$ cat src/rtl/ifu.sv
// rtl/ifu.sv - instruction fetch unit: single-outstanding AXI-lite read master feeding IDU
module ifu #(
    parameter int unsigned          ADDR_W   = 32,
    parameter int unsigned          DATA_W   = 32,
    parameter logic [ADDR_W-1:0]    RESET_PC = 32'h8000_0000
) (
    input  logic                clk,
    input  logic                rst_n,
    output logic [ADDR_W-1:0]   araddr,
    output logic                arvalid,
    input  logic                arready,
    input  logic [DATA_W-1:0]   rdata,
    input  logic [1:0]          rresp,
    input  logic                rvalid,
    output logic                rready,
    output logic                awvalid,
    output logic [ADDR_W-1:0]   awaddr,
    output logic                wvalid,
    output logic [DATA_W-1:0]   wdata,
    output logic [DATA_W/8-1:0] wstrb,
    output logic                bready,
    input  logic                redirect_valid,
    input  logic [ADDR_W-1:0]   redirect_pc,
    output logic                out_valid,
    input  logic                out_ready,
    output logic [DATA_W-1:0]   out_inst,
    output logic [ADDR_W-1:0]   out_pc,
    output logic                out_err
);

    typedef enum logic [1:0] {
        S_IDLE,
        S_AR,
        S_R,
        S_HOLD
    } state_t;

    state_t              state, state_d;
    logic [ADDR_W-1:0]   pc, pc_d;
    logic [DATA_W-1:0]   inst_q, inst_d;
    logic                err_q, err_d;
    logic                drop, drop_d;
    logic                pend_valid, pend_valid_d;
    logic [ADDR_W-1:0]   pend_pc, pend_pc_d;

    always_ff @(posedge clk or negedge rst_n) begin
        if (!rst_n) begin
            state <= S_IDLE;
        end else begin
            state <= state_d;
        end
    end

    always_ff @(posedge clk or negedge rst_n) begin
        if (!rst_n) begin
            pc         <= RESET_PC;
            inst_q     <= '0;
            err_q      <= 1'b0;
            drop       <= 1'b0;
            pend_valid <= 1'b0;
            pend_pc    <= '0;
        end else begin
            pc         <= pc_d;
            inst_q     <= inst_d;
            err_q      <= err_d;
            drop       <= drop_d;
            pend_valid <= pend_valid_d;
            pend_pc    <= pend_pc_d;
        end
    end

    always_comb begin
        state_d      = state;
        pc_d         = pc;
        inst_d       = inst_q;
        err_d        = err_q;
        drop_d       = drop;
        pend_valid_d = pend_valid;
        pend_pc_d    = pend_pc;
        case (state)
            S_IDLE: begin
                state_d = S_AR;
                if (redirect_valid) begin
                    pc_d = redirect_pc;
                end
            end
            S_AR: begin
                // araddr must stay put until accepted, so a redirect is parked
                if (redirect_valid) begin
                    drop_d       = 1'b1;
                    pend_valid_d = 1'b1;
                    pend_pc_d    = redirect_pc;
                end
                if (arready) begin
                    state_d = S_R;
                end
            end
            S_R: begin
                if (rvalid) begin
                    if (drop || redirect_valid) begin
                        if (redirect_valid) begin
                            pc_d = redirect_pc;
                        end else if (pend_valid) begin
                            pc_d = pend_pc;
                        end
                        drop_d       = 1'b0;
                        pend_valid_d = 1'b0;
                        state_d      = S_AR;
                    end else begin
                        inst_d  = rdata;
                        err_d   = (rresp != 2'b00);
                        state_d = S_HOLD;
                    end
                end else if (redirect_valid) begin
                    drop_d       = 1'b1;
                    pend_valid_d = 1'b1;
                    pend_pc_d    = redirect_pc;
                end
            end
            S_HOLD: begin
                if (redirect_valid) begin
                    pc_d    = redirect_pc;
                    state_d = S_AR;
                end else if (out_ready) begin
                    pc_d    = pc + ADDR_W'(4);
                    state_d = S_AR;
                end
            end
            default: state_d = S_IDLE;
        endcase
    end

    // pc holds RESET_PC during reset; gate the address outputs so they read 0
    assign araddr    = rst_n ? pc : '0;
    assign out_pc    = rst_n ? pc : '0;
    assign arvalid   = (state == S_AR);
    assign rready    = (state == S_R);
    assign out_valid = (state == S_HOLD) && !redirect_valid;
    assign out_inst  = inst_q;
    assign out_err   = err_q;

    assign awvalid = 1'b0;
    assign awaddr  = '0;
    assign wvalid  = 1'b0;
    assign wdata   = '0;
    assign wstrb   = '0;
    assign bready  = 1'b0;

endmodule

$ cat config.mk
export PLATFORM = sky130hd
export DESIGN_NAME = ifu
export DESIGN_NICKNAME = d
export VERILOG_FILES = /design/src/rtl/ifu.sv
export SDC_FILE = /design/constraint.sdc
export NUM_CORES = 1
export LEC_CHECK = 0
export ABC_AREA = 1
export ABC_CLOCK_PERIOD_IN_PS = 1500
export CAP_MARGIN = 40
export CELL_PAD_IN_SITES_DETAIL_PLACEMENT = 0
export CELL_PAD_IN_SITES_GLOBAL_PLACEMENT = 2
export CORE_ASPECT_RATIO = 1.2
export CORE_UTILIZATION = 21
export CTS_CLUSTER_SIZE = 14
export DETAILED_ROUTE_END_ITERATION = 12
export GPL_TIMING_DRIVEN = 0
export PLACE_DENSITY_LB_ADDON = 0.1
export SLEW_MARGIN = 20
export SYNTH_ARGS = -nofsm -noshare
export SYNTH_HDL_FRONTEND = slang
export SYNTH_SLANG_ARGS = --single-unit
$ cat constraint.sdc
create_clock -name clk -period 1.5 [get_ports clk]
set_input_delay 0.3 -clock clk [delete_from_list [all_inputs] [get_ports clk]]
set_output_delay 0.3 -clock clk [all_outputs]
set_load 0.02 [all_outputs]
* Word-level counts from Yosys, hierarchy flattened
Index checks and enable logic that the tools add are counted.
** Cells by class
- Add/subtract/negate cells :: 1
- Eq/ne operators :: 11
- Muxes and demuxes :: 25
- Bitwise operators :: 1
- Reduce and logical (&&, ||, !) cells :: 12
** Operators with widths (number)
- $mux W32 :: 10
- $pmux W32 S3 :: 1
- $pmux W32 S2 :: 1
- $add A32 B3 Y32 const B :: 1
- $mux W2 :: 5
- $pmux W2 S4 :: 1
- $ne A2 B2 Y1 const B :: 3
- $reduce_and A3 Y1 :: 2
- $reduce_and A6 Y1 :: 1
- $mux W1 :: 5
- $eq A2 B2 Y1 const B :: 2
- $ne A2 B1 Y1 const B :: 2
- $pmux W1 S2 :: 2
- $reduce_and A2 Y1 :: 2
- $reduce_bool A2 Y1 :: 2
- $ne A3 B1 Y1 const B :: 1
- $ne A3 B2 Y1 const B :: 1
- $ne A3 B3 Y1 const B :: 1
- $reduce_bool A3 Y1 :: 1
- $eq A2 B1 Y1 const B :: 1
- $logic_not A2 Y1 :: 1
- $logic_and A1 B1 Y1 :: 1
- $logic_not A1 Y1 :: 1
- $logic_or A1 B1 Y1 :: 1
- $not A1 Y1 :: 1
** Word-level totals
- Register bits after elaboration :: 101
- Bits of input ports :: 72
- Output and inout port bits :: 171
- Word-level logic and storage cells :: 57

* Longest topological paths before layout
- Word-level depth :: 5
- Gate-level depth with buffers :: 12
- Depth with buffers taken out :: 11

* Worst setup path before layout
No wires, ideal clock.
- Path kind :: reg2reg
- From :: reg state[0]
- To :: reg pend_pc[29]
- Library setup time :: 0.132 ns
- Data arrival time :: 1.637 ns
- Data required time :: 1.368 ns
- Setup slack :: -0.269 ns
- Stages on the path, launching flop included :: 7
- Buffers on the path :: 1
- Clock period less this slack :: 1.769 ns
- Path through :: dfrtp_1 -> inv_1 -> ha_1 -> inv_1 -> a21oi_1 -> clkbuf_1 -> o21ai_0
** Between the ends
- Cells in the longest elaborated chain, start to end :: 3
- Elaborated cells on any way between the ends :: 6
- Classes of those cells :: eq/ne (3); mux (1); reduce/logical (2)
** RTL lines
- start, declared :: line 38 : state_t state, state_d;
- start signal, assigned :: line 50 : state <= state_d;
- $eq A2 B2 Y1 *
- net rready :: line 15 : output logic rready,
- $ne A2 B2 Y1 (no line) / $reduce_bool A2 Y1 (equally long branches)
- $reduce_and A2 Y1 (no line)
- end signal, assigned :: line 68 : pend_pc <= pend_pc_d;
- end, declared :: line 44 : logic [ADDR_W-1:0] pend_pc, pend_pc_d;
Mark *: on every way through the listed nets, which the timed path passes. The rest lies on a longest branch.
A chain may end at the register's enable or synchronous reset.

* Worst setup path in the final report
- From :: reg state[0]
- To :: reg pc[8]
** Between the ends
- Cells in the longest elaborated chain, start to end :: 3
- Elaborated cells on any way between the ends :: 11
- Classes of those cells :: eq/ne (7); mux (1); reduce/logical (3)
** RTL lines
- $eq A2 B2 Y1 / $logic_not A2 Y1 (equally long branches) :: line 80 : case (state)
- $ne A3 B1 Y1 (no line), or another cell as far along
- $reduce_and A6 Y1 (no line)
- end signal, assigned :: line 63 : pc <= pc_d;
- end, declared :: line 39 : logic [ADDR_W-1:0] pc, pc_d;
Parallel ways exist; a longest one is shown, timed or not.

==> results.sh <==
export IMPL_status="finished, violations left"
export IMPL_violations="DRC, setup timing"
export IMPL_nNetsFinal=1435
export IMPL_antenna_left=0
export IMPL_antenna_found_initial=1
export IMPL_yosysSeqAreaShare=0.371
export IMPL_ys_flop_type="dfrtp_1"
export IMPL_cp_max_fo=5
export IMPL_drive_above_1_share=0.407
export IMPL_cts_tree="done"
export IMPL_fp_coreArea_sq_um=31600
export IMPL_setup_ws_ns=-0.316
export IMPL_finalSetupViolCount=109
export IMPL_cp_start_kind="flip-flop"
export IMPL_clkTransAtPathRegs_ns=0.08
export IMPL_vias=7186
export IMPL_max_stage_delay_ns=0.43
export IMPL_drt_initial_drc_count=210
export IMPL_ys_types=34
export IMPL_start_util=0.216
export IMPL_ys_ff_latch=101
export IMPL_die_w_microns=167
export IMPL_cpMaxStageDelayCell="dfrtp_2"
export IMPL_wl_per_cell_microns=15.2
export IMPL_grt_pass1_wl_mm=40.1
export IMPL_p_per_area_nw_per_um2=1970
export IMPL_insertion_delay_ns=0.37
export IMPL_irDropWorstVdd_v=0.000708
export IMPL_port_buffers=170
export IMPL_hold_violations=0
export IMPL_cts_made_buffers=9
export IMPL_p_leak_nw=6.11
export IMPL_cts_sinks=101
export IMPL_p_total_mw=23.3
export IMPL_placed_area_sq_um=9410
export IMPL_required_ns=1.76
export IMPL_min_period_over_period=1.21
export IMPL_crit_buf_inv=5
export IMPL_worstRegToRegCells=11
export IMPL_max_slew_margin=0.605
export IMPL_synthCells=1017
export IMPL_gp_congestion=0.771
export IMPL_synth_xor_area_frac=0.00898
export IMPL_cts_root_buf="clkbuf_16"
export IMPL_drt_pass1_iter_count=8
export IMPL_die_area_sq_um=33200
export IMPL_p_clk_frac=0.102
export IMPL_intPower_mw=12.7
export IMPL_end_kind="flip-flop"
export IMPL_grt_max_degree=35
export IMPL_synth_edf_count=0
export IMPL_yosysWarnings=0
export IMPL_synth_top_family_by_area="simple AND/OR/NAND/NOR gates"
export IMPL_fmax_mhz=551
export IMPL_worstSetupStartpoint="state[0]$_DFFE_PN0P_"
export IMPL_hold_slack_ns=0.0289
export IMPL_synth_avg_cell_area_sq_um=6.71
export IMPL_cts_buffer_depth=2
export IMPL_rows=71
export IMPL_synthAdderAreaFrac=0.0110
export IMPL_r2r_start="state[0]$_DFFE_PN0P_"
export IMPL_slew_viol_final=0
export IMPL_overflow=0
export IMPL_die_h_microns=199
export IMPL_synth_compound_area_frac=0.102
export IMPL_dpl_hpwl_mm=18.4
export IMPL_netSwitchingFraction=0.454
export IMPL_path_cells="buf_6 > inv_4 > ha_4 > buf_8 > nor2_4 > buf_4 > buf_4 > o21ai_2 > nand3_4 > nor2_4 > nor2_1"
export IMPL_muxShareOfSynthArea=0.00440
export IMPL_grt_pass1_vias=6982
export IMPL_share_comb_of_total_power=0.686
export IMPL_tightest_slew_ns=0.592
export IMPL_viasPerCell=4.08
export IMPL_p_switching_mw=10.6
export IMPL_htreeDepth=3
export IMPL_grt_usage=0.160
export IMPL_routed_wl_mm=26.8
export IMPL_fin_skew_ns=0.0128
export IMPL_final_area_sq_um=11900
export IMPL_syn_area_sq_um=6820
export IMPL_path_delay_family="buffers and inverters"
export IMPL_async_flop_share=1.00
export IMPL_synth_simple_area_share=0.302
export IMPL_period_needed_ns=1.82
export IMPL_rsz0062_at_grt="yes"
export IMPL_pin_count=243
export IMPL_crit_arrival_ns=2.07
export IMPL_rr_endpoint="pc[8]$_DFFE_PN0P_"
export IMPL_maxCapViolCount=0
export IMPL_syn2layout_area_growth_pct=73.8
export IMPL_drc=13
export IMPL_path_class="reg2reg"
export IMPL_p_seq_frac=0.212
export IMPL_hold_path_class="in2async"
export IMPL_antenna_cells=0
export IMPL_r2r_setup_slack_ns=-0.32
## cell families (layout without fill, tap and decap cells)
family	Yosys count	after routing
fa+ha+maj	6	6
other cells	1	71
xor+xnor	7	7
compound gates	130	130
buf+inv	250	525
flops	101	101
mux	3	3
simple gates	519	519
## cell usage in the layout (no fill, tap or decap), drive strengths merged, types with 33 or more instances in the layout
cell	Yosys	layout
nand2	345	345
buf	129	256
nor2	112	112
inv	107	108
dfrtp	100	100
o21ai	73	73
conb	1	71
clkdlybuf4s50	0	69
nand3	48	48
clkbuf	14	43
a21oi	36	36
dlygate4sd2	0	33
## layout make-up
type	count	area (sq um)
repair buffers	267	2690
plain buffers	135	1260
flip-flops and latches	101	2550
clock buffers	11	243
multi-input cells	736	4140
clock inverters	5	35.0
inverters	107	437
fillers	3400	19800
well taps	401	502
## metrics by stage
stage          setup WS [ns]  TNS [ns]   util  instances
6_report              -0.316    -18.72  0.375       1763
5_1_grt               -0.371    -25.72  0.375       1763
4_1_cts               -0.304    -15.62  0.344       1747
3_5_place_dp           -1.22    -99.41  0.297       1659
3_3_place_gp           -5.26   -846.23  0.297       1658
2_1_floorplan        -0.0483     -1.03      -       1087
## power groups by stage
stage | Combinational (mW) | Sequential [mW] | Clock [mW]
after floorplan | 5.84 | 5.40 | 0
after global placement | 10.1 | 5.25 | 0
after detailed placement | 10.1 | 5.23 | 0
after CTS | 13.1 | 4.91 | 2.44
after global routing | 17.4 | 5.10 | 2.55
final | 16.0 | 4.94 | 2.37
## timing repair
| item | CTS | global route |
|---|---|---|
| hold endpoints to repair | 34 | 0 |
| endpoints found under the setup margin | 196 | 158 |
| buffers inserted | 73 | 18 |
| pin swaps | 28 | 55 |
| cloned | 7 | 7 |
| resized for setup | 499 | 299 |
| hold buffers | 2 | 0 |
## how the worst max path moves through the flow
stage / end / cells past startpoint
final: pc[8]$_DFFE_PN0P_ / 11
after global routing: pc[5]$_DFFE_PN0P_ / 11
after CTS: pc[6]$_DFFE_PN0P_ / 12
after detailed placement: out_pc[18] / 7
after global placement: out_pc[26] / 6
after floorplan: pc[8]$_DFFE_PN0P_ / 12
## synth_stat cells (all sizes together) (6+ instances only)
cell      n  area [sq um]
a21boi    6          45.0
o21ai    73           365
a22oi     6          45.0
inv     107           402
buf     129           916
a21oi    36           180
dfrtp   100          2500
ha        6          75.1
nand2   345          1300
nor2    112           435
nand3    48           240
clkbuf   14          52.6
## routing by layer
metal	wire length, microns	GRT usage	up-vias
met3	1620	0.0353	36
met2	13400	0.283	207
met5	17	0	-
li1	-	-	3686
met1	11100	0.190	3255
met4	680	0.0597	2
## state kept, by name (all words and copies together) (netlist names)
signal / flops
pc: 32
out_err: 1
pend_valid: 1
drop: 1
state: 2
pend_pc: 32
out_inst: 32
Note: power is estimated with default switching activity, not from simulation.
